--- src/rtl/tinker_fetch_queue.sv ---
// tinker_fetch_queue: owns the fetch PC, issues imem reads, buffers in-order responses with PCs for decode.
// Latency: imem response to inst_valid 1 cycle; redirect to first new request 1 cycle.
// Backpressure: a request is issued only while occupancy + inflight < DEPTH, so every kept response has a slot.
// Optional: define TINKER_FETCH_PERF_EN to add perf_starve_cnt / perf_flush_cnt outputs.

// tinker_fetch_fifo: generic flushable FIFO with registered storage and wrap-bit pointers.
// Latency: push visible at head the cycle after the write.
// Backpressure: none internally; the caller guarantees space (push with full only when popping).
module tinker_fetch_fifo #(
  parameter int WIDTH = 64,
  parameter int DEPTH = 4
) (
  input  logic                     clk,
  input  logic                     reset,
  input  logic                     flush,
  input  logic                     push_vld,
  input  logic [WIDTH-1:0]         push_dat,
  input  logic                     pop_rdy,
  output logic                     head_vld,
  output logic [WIDTH-1:0]         head_dat,
  output logic [$clog2(DEPTH):0]   count
);
  localparam int AW = $clog2(DEPTH);
  localparam logic [AW:0] PTR_ONE = (AW+1)'(1);

  logic [WIDTH-1:0] mem [DEPTH];
  logic [AW:0]      wr_ptr;
  logic [AW:0]      rd_ptr;
  logic             empty;
  logic             full;
  logic             pop_fire;
  logic             push_ok;

  assign empty    = (wr_ptr == rd_ptr);
  assign full     = (wr_ptr[AW] != rd_ptr[AW]) && (wr_ptr[AW-1:0] == rd_ptr[AW-1:0]);
  assign pop_fire = pop_rdy && !empty && !flush;
  assign push_ok  = push_vld && !flush && (!full || pop_fire);
  assign head_vld = !empty;
  // Empty head reads as zero so the output is defined before any write.
  assign head_dat = empty ? '0 : mem[rd_ptr[AW-1:0]];
  assign count    = wr_ptr - rd_ptr;

  // Pointer update; flush empties the queue and overrides any push or pop.
  always_ff @(posedge clk) begin
    if (reset || flush) begin
      wr_ptr <= '0;
      rd_ptr <= '0;
    end else begin
      if (push_ok)  wr_ptr <= wr_ptr + PTR_ONE;
      if (pop_fire) rd_ptr <= rd_ptr + PTR_ONE;
    end
  end

  // Storage write at the tail slot.
  always_ff @(posedge clk) begin
    if (!reset && push_ok) mem[wr_ptr[AW-1:0]] <= push_dat;
  end
endmodule

module tinker_fetch_queue #(
  parameter int          DEPTH    = 4,
  parameter logic [31:0] RESET_PC = 32'h2000
) (
  input  logic        clk,
  input  logic        reset,
  output logic        imem_req_valid,
  output logic [31:0] imem_req_addr,
  input  logic        imem_req_ready,
  input  logic        imem_resp_valid,
  input  logic [31:0] imem_resp_data,
  input  logic        redirect_valid,
  input  logic [31:0] redirect_pc,
  output logic        inst_valid,
  output logic [31:0] inst_data,
  output logic [31:0] inst_pc,
  input  logic        inst_ready
`ifdef TINKER_FETCH_PERF_EN
  ,
  output logic [31:0] perf_starve_cnt,
  output logic [15:0] perf_flush_cnt
`endif
);
  localparam int AW = $clog2(DEPTH);
  localparam logic [AW:0] CNT_ONE = (AW+1)'(1);

  typedef struct packed {
    logic [31:0] data;
    logic [31:0] pc;
  } entry_t;

  logic [31:0] fetch_pc;
  logic [31:0] resp_pc;
  logic [AW:0] inflight;
  logic [AW:0] drop_cnt;
  logic [AW:0] occupancy;
  logic [AW+1:0] credit_used;
  logic        req_fire;
  logic        resp_vld;
  logic        push_vld;
  logic        head_vld;
  entry_t      push_dat;
  entry_t      head_dat;
  logic [31:0] redirect_pc_al;

  assign redirect_pc_al = {redirect_pc[31:2], 2'b00};

  // Credit uses registered occupancy only, so inst_ready never reaches imem_req_valid.
  assign credit_used    = {1'b0, occupancy} + {1'b0, inflight};
  assign imem_req_valid = !reset && !redirect_valid && (credit_used < (AW+2)'(DEPTH));
  assign imem_req_addr  = fetch_pc;
  assign req_fire       = imem_req_valid && imem_req_ready;

  // A response with nothing outstanding is a protocol violation and is ignored.
  assign resp_vld = imem_resp_valid && (inflight != '0);
  assign push_vld = resp_vld && !redirect_valid && (drop_cnt == '0);
  assign push_dat = '{data: imem_resp_data, pc: resp_pc};

  tinker_fetch_fifo #(
    .WIDTH ($bits(entry_t)),
    .DEPTH (DEPTH)
  ) u_fifo (
    .clk      (clk),
    .reset    (reset),
    .flush    (redirect_valid),
    .push_vld (push_vld),
    .push_dat (push_dat),
    .pop_rdy  (inst_ready),
    .head_vld (head_vld),
    .head_dat (head_dat),
    .count    (occupancy)
  );

  assign inst_valid = head_vld;
  assign inst_data  = head_dat.data;
  assign inst_pc    = head_dat.pc;

  // Outstanding request count: +1 per accepted request, -1 per legal response.
  always_ff @(posedge clk) begin
    if (reset) begin
      inflight <= '0;
    end else if (req_fire && !resp_vld) begin
      inflight <= inflight + CNT_ONE;
    end else if (!req_fire && resp_vld) begin
      inflight <= inflight - CNT_ONE;
    end
  end

  // Stale responses to discard after a redirect; a response in the redirect cycle is already dropped.
  always_ff @(posedge clk) begin
    if (reset) begin
      drop_cnt <= '0;
    end else if (redirect_valid) begin
      drop_cnt <= resp_vld ? (inflight - CNT_ONE) : inflight;
    end else if (resp_vld && (drop_cnt != '0)) begin
      drop_cnt <= drop_cnt - CNT_ONE;
    end
  end

  // Fetch PC advances per accepted request, response PC per kept word; both wrap mod 2^32.
  always_ff @(posedge clk) begin
    if (reset) begin
      fetch_pc <= {RESET_PC[31:2], 2'b00};
      resp_pc  <= {RESET_PC[31:2], 2'b00};
    end else if (redirect_valid) begin
      fetch_pc <= redirect_pc_al;
      resp_pc  <= redirect_pc_al;
    end else begin
      if (req_fire) fetch_pc <= fetch_pc + 32'd4;
      if (push_vld) resp_pc  <= resp_pc + 32'd4;
    end
  end

`ifdef TINKER_FETCH_PERF_EN
  // Saturating counters for decode starvation cycles and redirect cycles.
  always_ff @(posedge clk) begin
    if (reset) begin
      perf_starve_cnt <= '0;
      perf_flush_cnt  <= '0;
    end else begin
      if (inst_ready && !inst_valid && (perf_starve_cnt != '1))
        perf_starve_cnt <= perf_starve_cnt + 32'd1;
      if (redirect_valid && (perf_flush_cnt != '1))
        perf_flush_cnt <= perf_flush_cnt + 16'd1;
    end
  end
`endif
endmodule

--- config.mk ---
export PLATFORM = sky130hd
export DESIGN_NAME = tinker_fetch_queue
export DESIGN_NICKNAME = d
export VERILOG_FILES = /design/src/rtl/tinker_fetch_queue.sv
export SDC_FILE = /design/constraint.sdc
export NUM_CORES = 1
export LEC_CHECK = 0
export CORE_MARGIN = 8
export CORE_UTILIZATION = 55
export DETAILED_ROUTE_END_ITERATION = 10
export PLACE_DENSITY = 0.8
export SLEW_MARGIN = 10
export SYNTH_ARGS = -nofsm -noshare
export SYNTH_HDL_FRONTEND = slang
export SYNTH_SLANG_ARGS = --single-unit
--- constraint.sdc ---
create_clock -name clk -period 10.7 [get_ports clk]
set_input_delay 2.14 -clock clk [delete_from_list [all_inputs] [get_ports clk]]
set_output_delay 2.14 -clock clk [all_outputs]
set_load 0.01 [all_outputs]
==> metrics, run 1 <==
Post-Syn Area=13600 um^2; pwr dens=169 nW/um^2; max incr delay on CP=570 ps; syn_area_per_cell=14.6 um^2; post-route minimum period=6230 ps; Worst Max-Slew Pin Slew=1010 ps; via count=8379; final setup TNS=0 ps; Die Span X=173 um; cells on worst reg2reg path=12; post-synth cell types=59; clk_skew=18.5 ps; Sinks on Clock Net=322; CP arrival=4090 ps; clock latency on the worst-skew pair=550 ps; Root Driver=clkbuf_16; Final Wtd Congestion=0.892; CP max-delay cell=clkdlybuf4s50_1; antenna violations before repair=0; Pins Over Slew Limit=0; Crit Path Category=in -> out; Hold Buf Count CTS=0; TritonCTS clock tree=done; chip height=173 um; vias in the first global route=8525; register area share after synthesis=65.6%; most used cell, CP=clkdlybuf4s50_1; # setup viols final=0; crit start category=primary input; status=complete, no violations; vias per cell=5.84; Detailed Routing Iterations Pass 1=5; clk slew on worst S/H paths=60 ps; Max H-tree Level=1; die area=30000 um^2; first-pass GRT wire length=47800 um; critical path peak fanout=44; Hold WC Path Type=reg -> reg; asr flop ratio synth=0%; CTS resizes=0; Hold Crit Endpoint=u_fifo.mem[2][31]$_DFFE_PP_; post-layout util=68.1%; capturing point of the worst reg2reg path=inflight[2]$_SDFFE_PP0P_; hold path startpoint=resp_pc[31]$_SDFFE_PP0P_; Reg area=8930 um^2; P&R area growth vs syn=21.6%; Placeable Area=24300 um^2; Cells after Synth=930; grt ovf=0; row count=57; I/O Pins=168; Post-synth EDFFs=248; largest net degree at the start of global routing=66; number of buffers created by CTS=31; sum of buffers and inverters on the critical path=3; area of the multi-input gates=4390 um^2; PortBufs=161; DP HPWL=19200 um; Worst VDD drop=0.000109 V; Max Clock Freq=0.161 GHz; final hold violations=0; Yosys Warn Count=0; Total GRT Usage=19.8%; antenna-violating nets left=0; initial core utilization=56.0%; hold path depth=0; Tcrit/Tclk final=58.2%; starting DRC count in detailed routing=648; P_leak=5.35 nW; most frequent cells in the layout=edfxtp_1, clkdlybuf4s50_1, dfxtp_1; Worst R2R Start=u_fifo.wr_ptr[0]$_SDFFE_PP0P_; max cap viols=0; RSZ-0062 raised after global routing=no; post-CTS setup buffers=0; Rel. slew slack=32.6%; flops & latches, synth=322; Area after DPL=15500 um^2; Worst path top cell family by delay=buffers and inverters; design area=16600 um^2; CP Data Required Time=8560 ps; CP Capture Type=primary output; commonest non-fill, non-tap cell in the layout=edfxtp_1; CTS Buffer Depth=3; Reg2Reg Setup Slack=6670 ps; aggregate routed wire length=30300 um; fillcell total=1670; crit-path cells=clkdlybuf4s50_1 -> buf_4 -> or2_2 -> nor2_1 -> clkdlybuf4s50_1; routed len/inst=21.1 um; Residual DRC=0; share of layout cells above drive strength 1=12.4%; nets@finish=1175; Main synth FF type=edfxtp_1; Inserted Diodes=0
==> state kept, by name, summed over array words and instances, names as in the netlist, named ones only <==
register	flops
inflight	3
imem_req_addr	30
u_fifo.rd_ptr	3
resp_pc	30
u_fifo.mem	248
u_fifo.wr_ptr	3
drop_cnt	3
==> synth_stat cells, types with 5 or more instances <==
cell type,instances,area (um^2)
o21ai_0,13,65.1
nor4_1,15,93.8
a31oi_1,11,68.8
clkbuf_1,35,131
nand2_1,52,195
buf_1,10,37.5
o31a_1,7,61.3
nor3_1,24,120
nand4_1,17,106
inv_1,29,109
a211oi_1,9,67.6
a21oi_1,31,155
edfxtp_1,248,7450
nor3b_1,7,52.6
ha_1,17,213
xnor2_1,31,272
and2_1,71,444
nor2_1,41,154
dfxtp_1,74,1480
nand3_1,31,155
xor2_1,11,96.3
and4_1,5,43.8
or3_1,6,37.5
a21boi_0,13,97.6
mux4_2,62,1400
==> area by class of cell <==
| type | instances | share of cell area, % |
|---|---|---|
| flip-flops and latches | 322 | 54.0 |
| multi-input cells | 532 | 26.5 |
| repair buffers | 171 | 10.2 |
| clock buffers | 45 | 5.37 |
| well taps | 324 | 2.45 |
| clock inverters | 12 | 0.907 |
| inverters | 29 | 0.658 |
==> per-layer routing <==
| layer | global-route usage, % | up-vias | routed length, um |
|---|---|---|---|
| met5 | 0 | - | 0 |
| met4 | 4.78 | 0 | 548 |
| met3 | 4.81 | 46 | 2240 |
| met2 | 31.9 | 311 | 14400 |
| met1 | 26.7 | 4155 | 13100 |
| li1 | - | 3867 | - |
==> report_power, final <==
group / switching (mW) / internal [mW] / leakage, nW
combinational: 0.138 / 0.127 / 1.98
sequential: 0.0421 / 1.39 / 2.86
clock: 0.446 / 0.649 / 0.511
==> through the flow <==
| step | std cells | setup WS (ps) | hold WS [ps] | power (mW) |
|---|---|---|---|---|
| floorplan | 933 | 5540 | 481 | 1.60 |
| global placement | 1378 | 4460 | 516 | 1.71 |
| detailed placement | 1378 | 4490 | 526 | 1.72 |
| CTS | 1435 | 4480 | 537 | 2.80 |
| global route | 1435 | 4390 | 545 | 2.89 |
| finish | 1435 | 4470 | 535 | 2.79 |
==> how the worst max path moves through the flow <==
stage	startpoint	to	cells after the start
after floorplan	reset	imem_req_valid	4
after global placement	redirect_valid	imem_req_valid	5
after detailed placement	redirect_valid	imem_req_valid	5
after CTS	redirect_valid	imem_req_valid	5
after global routing	redirect_valid	imem_req_valid	5
final	redirect_valid	imem_req_valid	5
==> cell families (layout without fill, tap and decap cells) <==
kind of cell / count (synthesis) / count (layout) / share of synthesized area [%]
AOI/OAI and AO/OA: 110 / 110 / 5.36
xor gates and xnor gates: 42 / 42 / 2.70
adders and majority gates: 18 / 18 / 1.71
buffers and inverters: 79 / 257 / 2.30
DFF: 322 / 322 / 65.6
muxes: 67 / 67 / 10.6
other: 1 / 4 / 0.0276
and+or+nand+nor: 291 / 291 / 11.7
(Power assumes the default switching activity.)
==> run 2, diff against run 1 <==
Clock period 10.7 ns to 6.2 ns, I/O delays scaled along.
==> metrics, run 2 (synthesis results as in run 1) <==
status=complete, no violations; area of the multi-input gates=4390 um^2 (unchanged); crit-path cells=inv_1 -> ha_1 -> nand2_1 -> or2_2 -> buf_4 -> and2_1 -> clkdlybuf4s50_1; max incr delay on CP=590 ps (+20 ps); clk slew on worst S/H paths=60 ps (about the same); Hold Crit Endpoint=imem_req_addr[26]$_SDFFE_PP0P_; max reg flops=248 (unchanged); routed len/inst=21.0 um (-0.38%); vias in the first global route=8524 (-0.012%); Tcrit/Tclk final=73.1%; die area=30000 um^2 (unchanged); RSZ-0062 raised after global routing=no; Detailed Routing Iterations Pass 1=5 (unchanged); fillcell total=1671 (+0.060%); Reg2Reg Setup Slack=2810 ps (-3860 ps); capturing point of the worst reg2reg path=imem_req_addr[26]$_SDFFE_PP0P_; Total GRT Usage=19.8% (about the same); critical path peak fanout=40 (-9.1%); Die Span X=173 um (unchanged); hold path depth=2 (+2); starting DRC count in detailed routing=778 (+20%); row count=57 (unchanged); pwr dens=289 nW/um^2 (+72%); Hold WC Path Type=reg -> reg; CP max-delay cell=or2_2; Worst path top cell family by delay=buffers and inverters; final setup TNS=0 ps (unchanged); Crit Path Category=reg -> out; # setup viols final=0 (unchanged); Pins Over Slew Limit=0 (unchanged); CP Data Required Time=4960 ps (-3600 ps); post-route minimum period=4530 ps; Residual DRC=0 (unchanged); Max H-tree Level=1 (unchanged); Rel. slew slack=38.1% (+5.5 points); Inserted Diodes=0 (unchanged); share of layout cells above drive strength 1=12.9% (+0.51 points); clock latency on the worst-skew pair=560 ps (about the same); Final Wtd Congestion=0.895 (+0.25%); Total Power=4.79 mW (+72%); Placeable Area=24300 um^2 (unchanged); initial core utilization=56.0% (unchanged); chip height=173 um (unchanged); I/O Pins=168 (unchanged); Max Clock Freq=0.221 GHz; Critical Path Stages=7 (+2); Sinks on Clock Net=322 (unchanged); Reg area=8930 um^2 (unchanged); Worst VDD drop=0.000203 V (+86%); cells on worst reg2reg path=11 (-1); grt ovf=0 (unchanged); nets@finish=1178 (+0.26%); PortBufs=161 (unchanged); Hold Buf Count CTS=0 (unchanged); first-pass GRT wire length=47600 um (-0.55%); largest net degree at the start of global routing=63 (-4.5%); CTS Buffer Depth=3 (unchanged); hold path startpoint=imem_req_addr[26]$_SDFFE_PP0P_; pre-CTS setup slack=1810 ps (-2680 ps); CP Capture Type=primary output; aggregate routed wire length=30300 um (-0.17%); P&R area growth vs syn=21.8%; DP HPWL=19600 um (+2.0%); max cap viols=0 (unchanged); crit start category=flip-flop; CP arrival=3290 ps (-800 ps); via count=8347 (-0.38%); Worst Max-Slew Pin Slew=929 ps (-81.9 ps); sum of buffers and inverters on the critical path=3 (unchanged); CTS resizes=0 (unchanged); TritonCTS clock tree=done; Worst R2R Start=u_fifo.wr_ptr[0]$_SDFFE_PP0P_; final hold violations=0 (unchanged); clk_skew=20.4 ps (+1.92 ps); P_leak=5.37 nW (+0.23%); antenna violations before repair=0 (unchanged); commonest non-fill, non-tap cell in the layout=edfxtp_1; final worst slack=1670 ps (-2800 ps); vias per cell=5.80 (-0.59%); most frequent cells in the layout=edfxtp_1, clkdlybuf4s50_1, dfxtp_1; antenna-violating nets left=0 (unchanged); post-CTS setup buffers=0 (unchanged); Root Driver=clkbuf_16; number of buffers created by CTS=30 (-3.2%)
[run 2: changes by cell type in the layout (fill, tap and decap cells not counted), moves of 2 or more]
cell,previous run,this run
clkinvlp_4,1,3
clkbuf_1,8,2
clkinv_2,4,7
clkinv_1,0,3
inv_6,3,0
buf_4,10,14
[run 2: layout make-up]
cell class              count  area share (%)
flip-flops and latches    322            53.9
multi-input cells         532            26.5
repair buffers            175            10.3
clock buffers              39            5.22
well taps                 324            2.45
clock inverters            17           0.989
inverters                  29           0.657
[run 2: where the power goes]
group	switching [mW]	total, mW	internal (mW)
combinational	0.237	0.459	0.221
clock	0.761	1.87	1.10
sequential	0.0722	2.47	2.39
total	1.07	4.79	3.72
[run 2: through the flow]
| stage | utilization (%) | hold WS (ps) | area (um^2) | std cells |
|---|---|---|---|---|
| 6_report | 68.2 | 529 | 16600 | 1438 |
| 5_1_grt | 68.2 | 568 | 16600 | 1438 |
| 4_1_cts | 68.2 | 534 | 16600 | 1438 |
| 3_5_place_dp | 63.9 | 522 | 15500 | 1382 |
| 3_3_place_gp | 63.9 | 512 | 15500 | 1382 |
| 2_1_floorplan | - | 481 | 13600 | 933 |
[run 2: how the worst max path moves through the flow]
stage | start | slack [ps] | to
2_1_floorplan | redirect_valid | 2200 | u_fifo.mem[3][10]$_DFFE_PP_
3_3_place_gp | redirect_valid | 1850 | u_fifo.mem[0][4]$_DFFE_PP_
3_5_place_dp | redirect_valid | 1810 | u_fifo.mem[0][3]$_DFFE_PP_
4_1_cts | u_fifo.wr_ptr[0]$_SDFFE_PP0P_ | 1530 | inst_pc[14]
5_1_grt | u_fifo.wr_ptr[0]$_SDFFE_PP0P_ | 1440 | inst_pc[22]
6_report | u_fifo.wr_ptr[0]$_SDFFE_PP0P_ | 1670 | inst_pc[14]
[run 2: metal layers]
metal  track usage [%]  wire (um)
met4              4.35        438
met2              32.1      14400
met1              26.7      13100
met3              4.79       2320
met5                 0          0
[run 2: tightest hold or removal path, stage by stage, from the launching register on]
cell	delay [ps]
dfxtp_1	330
o21ai_0	70
a311oi_1	80
==> run 3, diff against run 2 <==
Clock period 6.2 ns to 4.5 ns, I/O delays scaled along.
==> metrics, run 3 (synthesis results as in run 1) <==
CP arrival=3240 ps (-50 ps); crit start category=flip-flop; share of layout cells above drive strength 1=13.8% (+0.82 points); first-pass GRT wire length=48700 um (+2.4%); post-route minimum period=4140 ps; PortBufs=161 (unchanged); Hold WC Path Type=reg -> reg; Post-Place Cells=1386 (+0.29%); non-filler cells, final=1444 (+0.42%); largest net degree at the start of global routing=63 (unchanged); CTS resizes=0 (unchanged); Worst Max-Slew Pin Slew=891 ps (-38.0 ps); routed len/inst=21.4 um (+1.6%); status=complete, no violations; antenna-violating nets left=0 (unchanged); area of the multi-input gates=4390 um^2 (unchanged); Final Wtd Congestion=0.899 (+0.50%); Total GRT Usage=20.2% (+0.39 points); Detailed Routing Iterations Pass 1=5 (unchanged); Hold Buf Count CTS=0 (unchanged); fillcell total=1598 (-4.4%); Worst VDD drop=0.000374 V (+84%); aggregate routed wire length=30900 um (+2.0%); Placeable Area=24300 um^2 (unchanged); clk slew on worst S/H paths=60 ps (about the same); critical path peak fanout=4 (-90%); number of buffers created by CTS=31 (+3.3%); post-CTS setup buffers=0 (unchanged); most frequent cells in the layout=edfxtp_1, clkdlybuf4s50_1, dfxtp_1; Tcrit/Tclk final=92.1%; Inserted Diodes=0 (unchanged); via count=8485 (+1.7%); clk_skew=12.8 ps (-7.62 ps); vias per cell=5.88 (+1.2%); DP HPWL=19600 um (+0.32%); vias in the first global route=8625 (+1.2%); Rel. slew slack=40.1% (+2.0 points); Die Span X=173 um (unchanged); final hold violations=0 (unchanged); row count=57 (unchanged); P&R area growth vs syn=23.1%; CP Data Required Time=3600 ps (-1360 ps); Reg area=8930 um^2 (unchanged); Crit Path Category=reg -> out; I/O Pins=168 (unchanged); max reg flops=248 (unchanged); hold path depth=2 (unchanged); Max Clock Freq=0.241 GHz; pwr dens=402 nW/um^2 (+39%); commonest non-fill, non-tap cell in the layout=edfxtp_1; antenna violations before repair=0 (unchanged); Pins Over Slew Limit=0 (unchanged); # setup viols final=0 (unchanged); die area=30000 um^2 (unchanged); RSZ-0062 raised after global routing=no; initial core utilization=56.0% (unchanged); Residual DRC=0 (unchanged); TritonCTS clock tree=done; chip height=173 um (unchanged); CTS Buffer Depth=3 (unchanged); Root Driver=clkbuf_16; CP Capture Type=primary output; grt ovf=0 (unchanged); P_leak=5.42 nW (+0.98%); Sinks on Clock Net=322 (unchanged); max cap viols=0 (unchanged); Max H-tree Level=1 (unchanged); cells on worst reg2reg path=11 (unchanged); clock latency on the worst-skew pair=560 ps (about the same); final setup TNS=0 ps (unchanged); starting DRC count in detailed routing=605 (-22%); nets@finish=1183 (+0.42%)
==> run 3: cell types whose count changed in the layout (fill, tap and decap cells not counted), moves of 2 or more <==
cell / previous run / this run
buf_4: 14 / 11
clkinv_2: 7 / 5
clkinv_4: 0 / 2
clkinv_1: 3 / 0
clkinvlp_4: 3 / 8
buf_12: 0 / 7
==> run 3: final cells by class <==
type,instances,share of cell area [%]
flip-flops and latches,322,53.3
multi-input cells,532,26.2
repair buffers,179,10.9
clock buffers,38,5.14
well taps,324,2.42
clock inverters,20,1.38
inverters,29,0.650
==> run 3: path summary, 6_finish.rpt <==
path | to | slack, ps | start
worst min-delay path | imem_req_addr[26]$_SDFFE_PP0P_ | 540 | imem_req_addr[26]$_SDFFE_PP0P_
worst min register to register | imem_req_addr[26]$_SDFFE_PP0P_ | 540 | imem_req_addr[26]$_SDFFE_PP0P_
worst max-delay path | imem_req_valid | 360 | u_fifo.wr_ptr[0]$_SDFFE_PP0P_
worst max register to register | imem_req_addr[26]$_SDFFE_PP0P_ | 1140 | u_fifo.wr_ptr[0]$_SDFFE_PP0P_
==> run 3: stage by stage <==
step	power (mW)	hold WS, ps	cell area [um^2]	setup slack [ps]	util, %
6_report	6.74	541	16800	357	68.9
5_1_grt	6.98	569	16800	160	68.9
4_1_cts	6.79	542	16800	345	68.9
3_5_place_dp	4.10	528	15700	781	64.4
3_3_place_gp	4.08	509	15700	780	64.4
2_1_floorplan	3.80	481	13600	841	-
==> run 3: worst max-delay path: stages, from the launching register on <==
cell,delay (ps)
dfxtp_1,350
inv_1,130
ha_1,150
inv_1,50
fa_1,380
xnor2_1,250
ha_1,280
nor3_1,200
nand2_1,150
nor2_1,170
clkdlybuf4s50_1,570
==> run 3: where the power goes <==
| group | total, mW | switching, mW | internal [mW] |
|---|---|---|---|
| Sequential | 3.40 | 0.104 | 3.30 |
| Combinational | 0.647 | 0.334 | 0.312 |
| Clock | 2.70 | 1.10 | 1.60 |
| Total | 6.74 | 1.54 | 5.21 |
==> run 3: per-layer routing <==
metal  vias to the layer above  routed length, um  track usage [%]
li1                       3887                  -                -
met1                      4200              13400             27.3
met2                       346              14500             32.0
met3                        52               2300             4.92
met4                         0                728             5.82
met5                         -                  0                0
